[config.mk]
export PLATFORM = sky130hd
export DESIGN_NAME = dense_mac_output
export DESIGN_NICKNAME = d
export VERILOG_FILES = /design/src/rtl/dense_mac_output.sv
export SDC_FILE = /design/constraint.sdc
export NUM_CORES = 2
export LEC_CHECK = 0
export CAP_MARGIN = 40
export CORE_MARGIN = 2
export CORE_UTILIZATION = 35
export DETAILED_ROUTE_END_ITERATION = 10
export GPL_TIMING_DRIVEN = 0
export HOLD_SLACK_MARGIN = 0.02
export RECOVER_POWER = 25
export SYNTH_ARGS = -nofsm -noshare
export SYNTH_HDL_FRONTEND = slang
export SYNTH_SLANG_ARGS = --single-unit
[constraint.sdc]
create_clock -name clk -period 10.9 [get_ports clk]
set_input_delay 1.09 -clock clk [delete_from_list [all_inputs] [get_ports clk]]
set_output_delay 1.09 -clock clk [all_outputs]
set_load 0.02 [all_outputs]
[src/rtl/dense_mac_output.sv]
// Fully-connected output layer: N_OUT parallel time-multiplexed MACs over N_IN inputs,
// with runtime-loadable weights/biases and a rounded, saturated fixed-point result.
module dense_mac_output #(
  parameter int N_IN   = 16,
  parameter int N_OUT  = 1,
  parameter int DATA_W = 16,
  parameter int FRAC   = 12,
  parameter int ACC_W  = 40,
  parameter int ROUND  = 1
) (
  input  logic                                         clk,
  input  logic                                         reset_n,
  input  logic                                         in_valid,
  output logic                                         in_ready,
  input  logic [N_IN*DATA_W-1:0]                       in_data,
  output logic                                         out_valid,
  input  logic                                         out_ready,
  output logic [N_OUT*DATA_W-1:0]                      out_data,
  output logic [N_OUT-1:0]                             out_sat,
  input  logic                                         w_we,
  input  logic [$clog2(N_OUT*N_IN)-1:0]                w_addr,
  input  logic [DATA_W-1:0]                            w_data,
  input  logic                                         b_we,
  input  logic [((N_OUT > 1) ? $clog2(N_OUT) : 1)-1:0] b_addr,
  input  logic [DATA_W-1:0]                            b_data,
  output logic                                         cfg_busy
);

  localparam int W_AW = $clog2(N_OUT*N_IN);
  localparam int B_AW = (N_OUT > 1) ? $clog2(N_OUT) : 1;
  localparam int K_W  = $clog2(N_IN);
  localparam int P_W  = 2*DATA_W;

  localparam logic [W_AW:0]  W_DEPTH = (W_AW+1)'(N_OUT*N_IN);
  localparam logic [B_AW:0]  B_DEPTH = (B_AW+1)'(N_OUT);
  localparam logic [K_W-1:0] K_LAST  = K_W'(N_IN-1);

  localparam logic [1:0] S_IDLE  = 2'd0;
  localparam logic [1:0] S_MAC   = 2'd1;
  localparam logic [1:0] S_FINAL = 2'd2;
  localparam logic [1:0] S_OUT   = 2'd3;

  logic [1:0]               state;
  logic [K_W-1:0]           k_p0;
  logic                     accept;
  logic                     cfg_open;

  logic signed [DATA_W-1:0] in_p0    [N_IN];
  logic signed [DATA_W-1:0] w_mem    [N_OUT*N_IN];
  logic signed [DATA_W-1:0] b_mem    [N_OUT];
  logic signed [P_W-1:0]    prod_p1  [N_OUT];
  logic signed [ACC_W-1:0]  acc_p1   [N_OUT];
  logic signed [DATA_W-1:0] fin_data [N_OUT];
  logic [N_OUT-1:0]         fin_sat;
  logic signed [DATA_W-1:0] out_p2   [N_OUT];

  // Optional round-half-up, then arithmetic shift back to FRAC fractional bits.
  function automatic logic signed [ACC_W-1:0] round_shift(input logic signed [ACC_W-1:0] a);
    logic signed [ACC_W-1:0] half;
    logic signed [ACC_W-1:0] t;
    half = '0;
    half[FRAC-1] = 1'b1;
    t = (ROUND != 0) ? a + half : a;
    return t >>> FRAC;
  endfunction

  // Clamp to the DATA_W signed range; MSB of the result is the saturation flag.
  function automatic logic [DATA_W:0] saturate(input logic signed [ACC_W:0] s);
    logic signed [ACC_W:0] max_v;
    logic signed [ACC_W:0] min_v;
    max_v = '0;
    max_v[DATA_W-2:0] = '1;
    min_v = '1;
    min_v[DATA_W-2:0] = '0;
    if (s > max_v) begin
      return {1'b1, max_v[DATA_W-1:0]};
    end else if (s < min_v) begin
      return {1'b1, min_v[DATA_W-1:0]};
    end else begin
      return {1'b0, s[DATA_W-1:0]};
    end
  endfunction

  assign in_ready  = (state == S_IDLE);
  assign out_valid = (state == S_OUT);
  assign cfg_busy  = (state != S_IDLE);
  assign accept    = (state == S_IDLE) && in_valid;
  assign cfg_open  = (state == S_IDLE);

  always_ff @(posedge clk or negedge reset_n) begin
    if (!reset_n) begin
      state <= S_IDLE;
      k_p0  <= '0;
    end else begin
      case (state)
        S_IDLE: begin
          if (in_valid) begin
            state <= S_MAC;
            k_p0  <= '0;
          end
        end
        S_MAC: begin
          k_p0 <= k_p0 + K_W'(1);
          if (k_p0 == K_LAST) begin
            state <= S_FINAL;
          end
        end
        S_FINAL: begin
          state <= S_OUT;
        end
        default: begin
          if (out_ready) begin
            state <= S_IDLE;
          end
        end
      endcase
    end
  end

  // Config writes land only while idle, including the cycle a vector is accepted.
  always_ff @(posedge clk or negedge reset_n) begin
    if (!reset_n) begin
      for (int i = 0; i < N_OUT*N_IN; i++) begin
        w_mem[W_AW'(i)] <= '0;
      end
      for (int j = 0; j < N_OUT; j++) begin
        b_mem[B_AW'(j)] <= '0;
      end
    end else if (cfg_open) begin
      if (w_we && ({1'b0, w_addr} < W_DEPTH)) begin
        w_mem[w_addr] <= w_data;
      end
      if (b_we && ({1'b0, b_addr} < B_DEPTH)) begin
        b_mem[b_addr] <= b_data;
      end
    end
  end

  // Stage p1: one product per neuron for the current input index.
  always_comb begin
    for (int j = 0; j < N_OUT; j++) begin
      prod_p1[B_AW'(j)] = in_p0[k_p0] * w_mem[W_AW'(j*N_IN) + W_AW'(k_p0)];
    end
  end

  // Stage p2: round, add bias, saturate.
  always_comb begin
    fin_sat = '0;
    for (int j = 0; j < N_OUT; j++) begin
      logic signed [ACC_W-1:0] r;
      logic signed [ACC_W:0]   s;
      logic [DATA_W:0]         q;
      r = round_shift(acc_p1[B_AW'(j)]);
      s = {r[ACC_W-1], r}
        + {{(ACC_W+1-DATA_W){b_mem[B_AW'(j)][DATA_W-1]}}, b_mem[B_AW'(j)]};
      q = saturate(s);
      fin_sat[B_AW'(j)]  = q[DATA_W];
      fin_data[B_AW'(j)] = q[DATA_W-1:0];
    end
  end

  always_ff @(posedge clk or negedge reset_n) begin
    if (!reset_n) begin
      for (int i = 0; i < N_IN; i++) begin
        in_p0[K_W'(i)] <= '0;
      end
      for (int j = 0; j < N_OUT; j++) begin
        acc_p1[B_AW'(j)] <= '0;
        out_p2[B_AW'(j)] <= '0;
      end
      out_sat <= '0;
    end else begin
      if (accept) begin
        for (int i = 0; i < N_IN; i++) begin
          in_p0[K_W'(i)] <= in_data[i*DATA_W +: DATA_W];
        end
        for (int j = 0; j < N_OUT; j++) begin
          acc_p1[B_AW'(j)] <= '0;
        end
      end
      if (state == S_MAC) begin
        for (int j = 0; j < N_OUT; j++) begin
          acc_p1[B_AW'(j)] <= acc_p1[B_AW'(j)]
            + {{(ACC_W-P_W){prod_p1[B_AW'(j)][P_W-1]}}, prod_p1[B_AW'(j)]};
        end
      end
      if (state == S_FINAL) begin
        for (int j = 0; j < N_OUT; j++) begin
          out_p2[B_AW'(j)] <= fin_data[B_AW'(j)];
        end
        out_sat <= fin_sat;
      end
    end
  end

  always_comb begin
    out_data = '0;
    for (int j = 0; j < N_OUT; j++) begin
      out_data[j*DATA_W +: DATA_W] = out_p2[B_AW'(j)];
    end
  end

endmodule

==> flow_results.org <==
** Drt
- Average wire per cell in the routed design :: 19.7 um
- For this run, design rule violations remaining after detail routing come to 0.
- The final route contains 24,128 vias.
- Iter 0 DRT Violations :: 1,642
- Post-detailed-route via-to-cell ratio :: 5.02
- For this block, the routed nets add up to 94.4 mm of wire.
- Total iterations of the first detailed-routing run :: 8
- In this run the remaining antenna-violating nets after routing total 0.

** Synth
- Synthesis handed over a netlist of 3,211 instances.
- For this run, the leading register cell type out of synthesis is sky130_fd_sc_hd__dfrtp_1.
- Avg Inst Size Synth :: 10.4 um^2
- Counting distinct cell types in the post-synthesis netlist gives 79.
- EDFF count, synth :: 128
- Post-Synthesis Cell Area :: 33,500 um^2
- Of the total synthesized cell area, the portion taken by AND, OR, NAND and NOR gates is 0.136.
- Number of warnings reported in the yosys synthesis log :: 128
- Share of the yosys chip area belonging to registers :: 0.365
- By area the synthesized netlist is led by sky130_fd_sc_hd__dfrtp_1 (25%), sky130_fd_sc_hd__fa_1 (16%), sky130_fd_sc_hd__edfxtp_1 (11%).
- sky130_fd_sc_hd__dfrtp_1 takes more of the synthesized area than any other cell.
- Yosys reg bits :: 463
- Of the post-synthesis cell area, the dominant cell type holds 0.250.
- Complex-gate fraction of the synthesized area :: 0.0686
- The number of nets in the synthesized netlist is 3,931.
- Xor/xnor share of the synthesized area :: 0.0295
- Of the post-synthesis cell area, the part taken by muxes is 0.128.
- Async S/R FF share, synth :: 0.724
- After synthesis, the largest family of logic cells by area is adder cells.
- Share of synthesized cell area in full adder, half adder and majority cells :: 0.216

** STA
- Headroom to the max-slew limit came out at -1.46.
- After routing, the total negative slack on setup checks comes to 0 ns.
- Pins over their slew limit :: 114
- Setup violations remaining at the end of the flow were counted as 0.
- Number of hold violations in the final report :: 0
- Hold is met by 0.469 ns.
- Clk_skew :: 0.0165 ns
- Final worst path period share :: 0.953
- Static timing analysis puts the maximum clock frequency at 96.2 MHz.
- Min setup slack post-route :: 0.509 ns
- Final worst path period need :: 10.39 ns
- Pin slew with the least headroom to its limit :: 3.68 ns
- Setup repair after global routing left no endpoint under its margin.

** Global route
- Total track usage :: 0.193
- Grt met2 use :: 0.329
- GR Util met1 :: 0.260
- Wire length of the first global-routing pass :: 147 mm
- Overflow after GRT :: 0
- For this run, global-route usage on met3 was measured as 0.0262.
- Number of global-route vias before repair :: 24,998
- Most congested layer reported by global routing :: met2
- The number of antenna violations at the first check in global routing came to 0.
- Largest net degree at the start of global routing :: 117

** Status
- The checks that failed: capacitance limit, slew limit.
- The flow ran to the end, but the final reports show violations.

** Setup path
- Standard cell with the maximum stage delay on the critical path :: sky130_fd_sc_hd__fa_1
- Worst EP required :: 11.41 ns
- Arrival time of the worst setup path :: 10.90 ns
- The worst setup path is captured at a flop.
- In this run the critical register-to-register path is captured at acc_p1[39].
- Number of cell instances on the worst register-to-register path :: 38
- The worst register-to-register path has a setup slack of 0.51 ns.
- Maximum fanout along the worst path :: 10
- Worst Path Class, Setup :: flop to flop
- Crit path top cell by count :: sky130_fd_sc_hd__fa_1
- Worst Setup SP :: k_p0[0]
- On the worst path, the slowest cell contributes a delay of 0.55 ns.
- Kind of launch point of the worst setup path :: flop
- The worst register-to-register path begins at k_p0[0].
- In this run the worst setup path terminates at acc_p1[39].

** CTS
- Number of sinks on the clock net :: 463
- The later pin in the worst-skew pair is clocked with a latency of 0.62 ns.
- Inserted Clock Buffers :: 52
- The longest clock path from root to sink contains 3 buffers.
- Clock tree root buffer cell :: sky130_fd_sc_hd__clkbuf_16
- Clock-pin slew was measured on the worst setup and hold paths at 0.06 ns.
- The H-tree was split into 2 levels.
- Clock tree from TritonCTS :: yes

** Die
- In this run the standard cell core region covers 94,900 um^2.
- In this run the core area contains 113 standard-cell rows.
- Initial cell density of the core :: 0.353
- The die covers 98,200 um^2.
- 319 I/O pins were placed.
- Die Span X :: 313 um
- From bottom edge to top edge, the die measures 313 um.

** Place
- Count of buffers inserted at the top-level ports :: 190
- After legalization and detailed placement, the total HPWL measured 74.2 mm.
- Gp weighted congestion :: 0.899
- Worst slack, placed :: -1.63 ns

** Final layout
- Layout cells sized above 1 :: 0.137
- Final net count :: 4,215
- In the layout the commonest cells are sky130_fd_sc_hd__nand2_1 (651), sky130_fd_sc_hd__inv_1 (368), sky130_fd_sc_hd__dfrtp_1 (335), sky130_fd_sc_hd__fa_1 (264), sky130_fd_sc_hd__nor2_1 (222).
- Relative to the synthesized area, the layout overhead comes to 17.8%.
- Most common cell after layout, fill and taps aside :: sky130_fd_sc_hd__nand2_1

** Hold path
- The path class of the tightest hold or removal check is flop to flop.

** Job
- Max-cap violation count :: 2
==> critical path, delay by kind of cell, from the launching register on <==
family,cells,cell delay (ns)
buffers and inverters,9,1.42
adders and majority gates,8,3.80
DFF,1,0.36
muxes,2,0.85
AOI/OAI and AO/OA,12,2.37
xor gates and xnor gates,2,0.65
and+or+nand+nor,5,0.77
==> logic make-up (layout without fill, tap and decap cells) <==
family | Yosys count | in the layout
adders and majority gates | 421 | 421
AOI/OAI and AO/OA | 349 | 349
and+or+nand+nor | 1090 | 1090
buffers and inverters | 495 | 821
muxes | 282 | 282
DFF | 463 | 463
xor gates and xnor gates | 111 | 111
other | 0 | 1
==> layout make-up <==
class | instances | area, um^2
Buffer | 124 | 562
Timing Repair Buffer | 233 | 2370
Tap cell | 1265 | 1580
Clock inverter | 21 | 213
Antenna cell | 1 | 2.50
Inverter | 368 | 1380
Fill cell | 9122 | 55400
Clock buffer | 75 | 1520
Multi-Input combinational cell | 2253 | 19600
Sequential cell | 463 | 12200
==> worst min-delay path by stage <==
stage,start,to,slack [ns],cells after the start
2_1_floorplan,in_p0[144],in_p0[144],0.44,2
3_3_place_gp,in_p0[239],in_p0[239],0.45,2
3_5_place_dp,in_p0[135],in_p0[135],0.46,2
4_1_cts,reset_n,out_data[0],0.36,1
5_1_grt,in_p0[135],in_p0[135],0.49,2
6_report,in_p0[135],in_p0[135],0.47,2
==> sequential cells by signal, summed over array words and instances, names as in the netlist <==
signal and cells:
w_mem 256, in_p0 128, acc_p1 40, b_mem 16, out_data 16, k_p0 4
state 2, out_sat 1
==> Yosys cell counts (4+ instances only) <==
| cell type | number |
|---|---|
| sky130_fd_sc_hd__o21a_1 | 7 |
| sky130_fd_sc_hd__and2_1 | 8 |
| sky130_fd_sc_hd__mux2_2 | 159 |
| sky130_fd_sc_hd__mux2i_1 | 21 |
| sky130_fd_sc_hd__xor2_1 | 28 |
| sky130_fd_sc_hd__xnor2_1 | 82 |
| sky130_fd_sc_hd__o211ai_1 | 16 |
| sky130_fd_sc_hd__nand4_1 | 15 |
| sky130_fd_sc_hd__a311oi_1 | 4 |
| sky130_fd_sc_hd__a21o_1 | 34 |
| sky130_fd_sc_hd__a21oi_2 | 5 |
| sky130_fd_sc_hd__and3_1 | 17 |
| sky130_fd_sc_hd__o31ai_1 | 9 |
| sky130_fd_sc_hd__nand2b_1 | 32 |
| sky130_fd_sc_hd__nor3_1 | 29 |
| sky130_fd_sc_hd__nor2b_1 | 17 |
| sky130_fd_sc_hd__clkbuf_1 | 98 |
| sky130_fd_sc_hd__fa_1 | 264 |
| sky130_fd_sc_hd__nand3_1 | 40 |
| sky130_fd_sc_hd__ha_1 | 157 |
| sky130_fd_sc_hd__nand2_1 | 657 |
| sky130_fd_sc_hd__a21oi_1 | 93 |
| sky130_fd_sc_hd__a211o_1 | 6 |
| sky130_fd_sc_hd__a211oi_1 | 9 |
| sky130_fd_sc_hd__dfrtp_1 | 335 |
| sky130_fd_sc_hd__edfxtp_1 | 128 |
| sky130_fd_sc_hd__buf_1 | 21 |
| sky130_fd_sc_hd__or2_2 | 9 |
| sky130_fd_sc_hd__nor2_1 | 230 |
| sky130_fd_sc_hd__a22o_1 | 9 |
| sky130_fd_sc_hd__a31oi_1 | 10 |
| sky130_fd_sc_hd__o22ai_1 | 15 |
| sky130_fd_sc_hd__or3_1 | 11 |
| sky130_fd_sc_hd__o2111ai_1 | 4 |
| sky130_fd_sc_hd__mux4_2 | 102 |
| sky130_fd_sc_hd__o21bai_1 | 13 |
| sky130_fd_sc_hd__o21ai_1 | 7 |
| sky130_fd_sc_hd__buf_2 | 7 |
| sky130_fd_sc_hd__o21ai_0 | 71 |
| sky130_fd_sc_hd__nand3b_1 | 5 |
| sky130_fd_sc_hd__inv_1 | 368 |
| sky130_fd_sc_hd__nor4_1 | 4 |
==> timing repair <==
action	in CTS	in global routing
pin swaps	0	5
setup endpoints to repair	19	10
buffers inserted	0	5
gates resized for setup	40	54
hold buffers	0	0
==> through the flow <==
stage,utilization,area [um^2],instances
after floorplan,-,33500,3211
after global routing,0.416,39500,4802
final,0.416,39500,4803
after CTS,0.414,39300,4799
after detailed placement,0.395,37500,4704
after global placement,0.390,37000,4666
==> per-layer routing <==
metal	vias to the layer above	wire, um
li1	11293	-
met1	12046	41600
met2	658	45700
met3	131	4830
met4	0	2220
met5	-	0
Power is left out: the tool's default activity adds up to more than one toggle a clock period on the data nets, which glitch-free logic cannot reach.
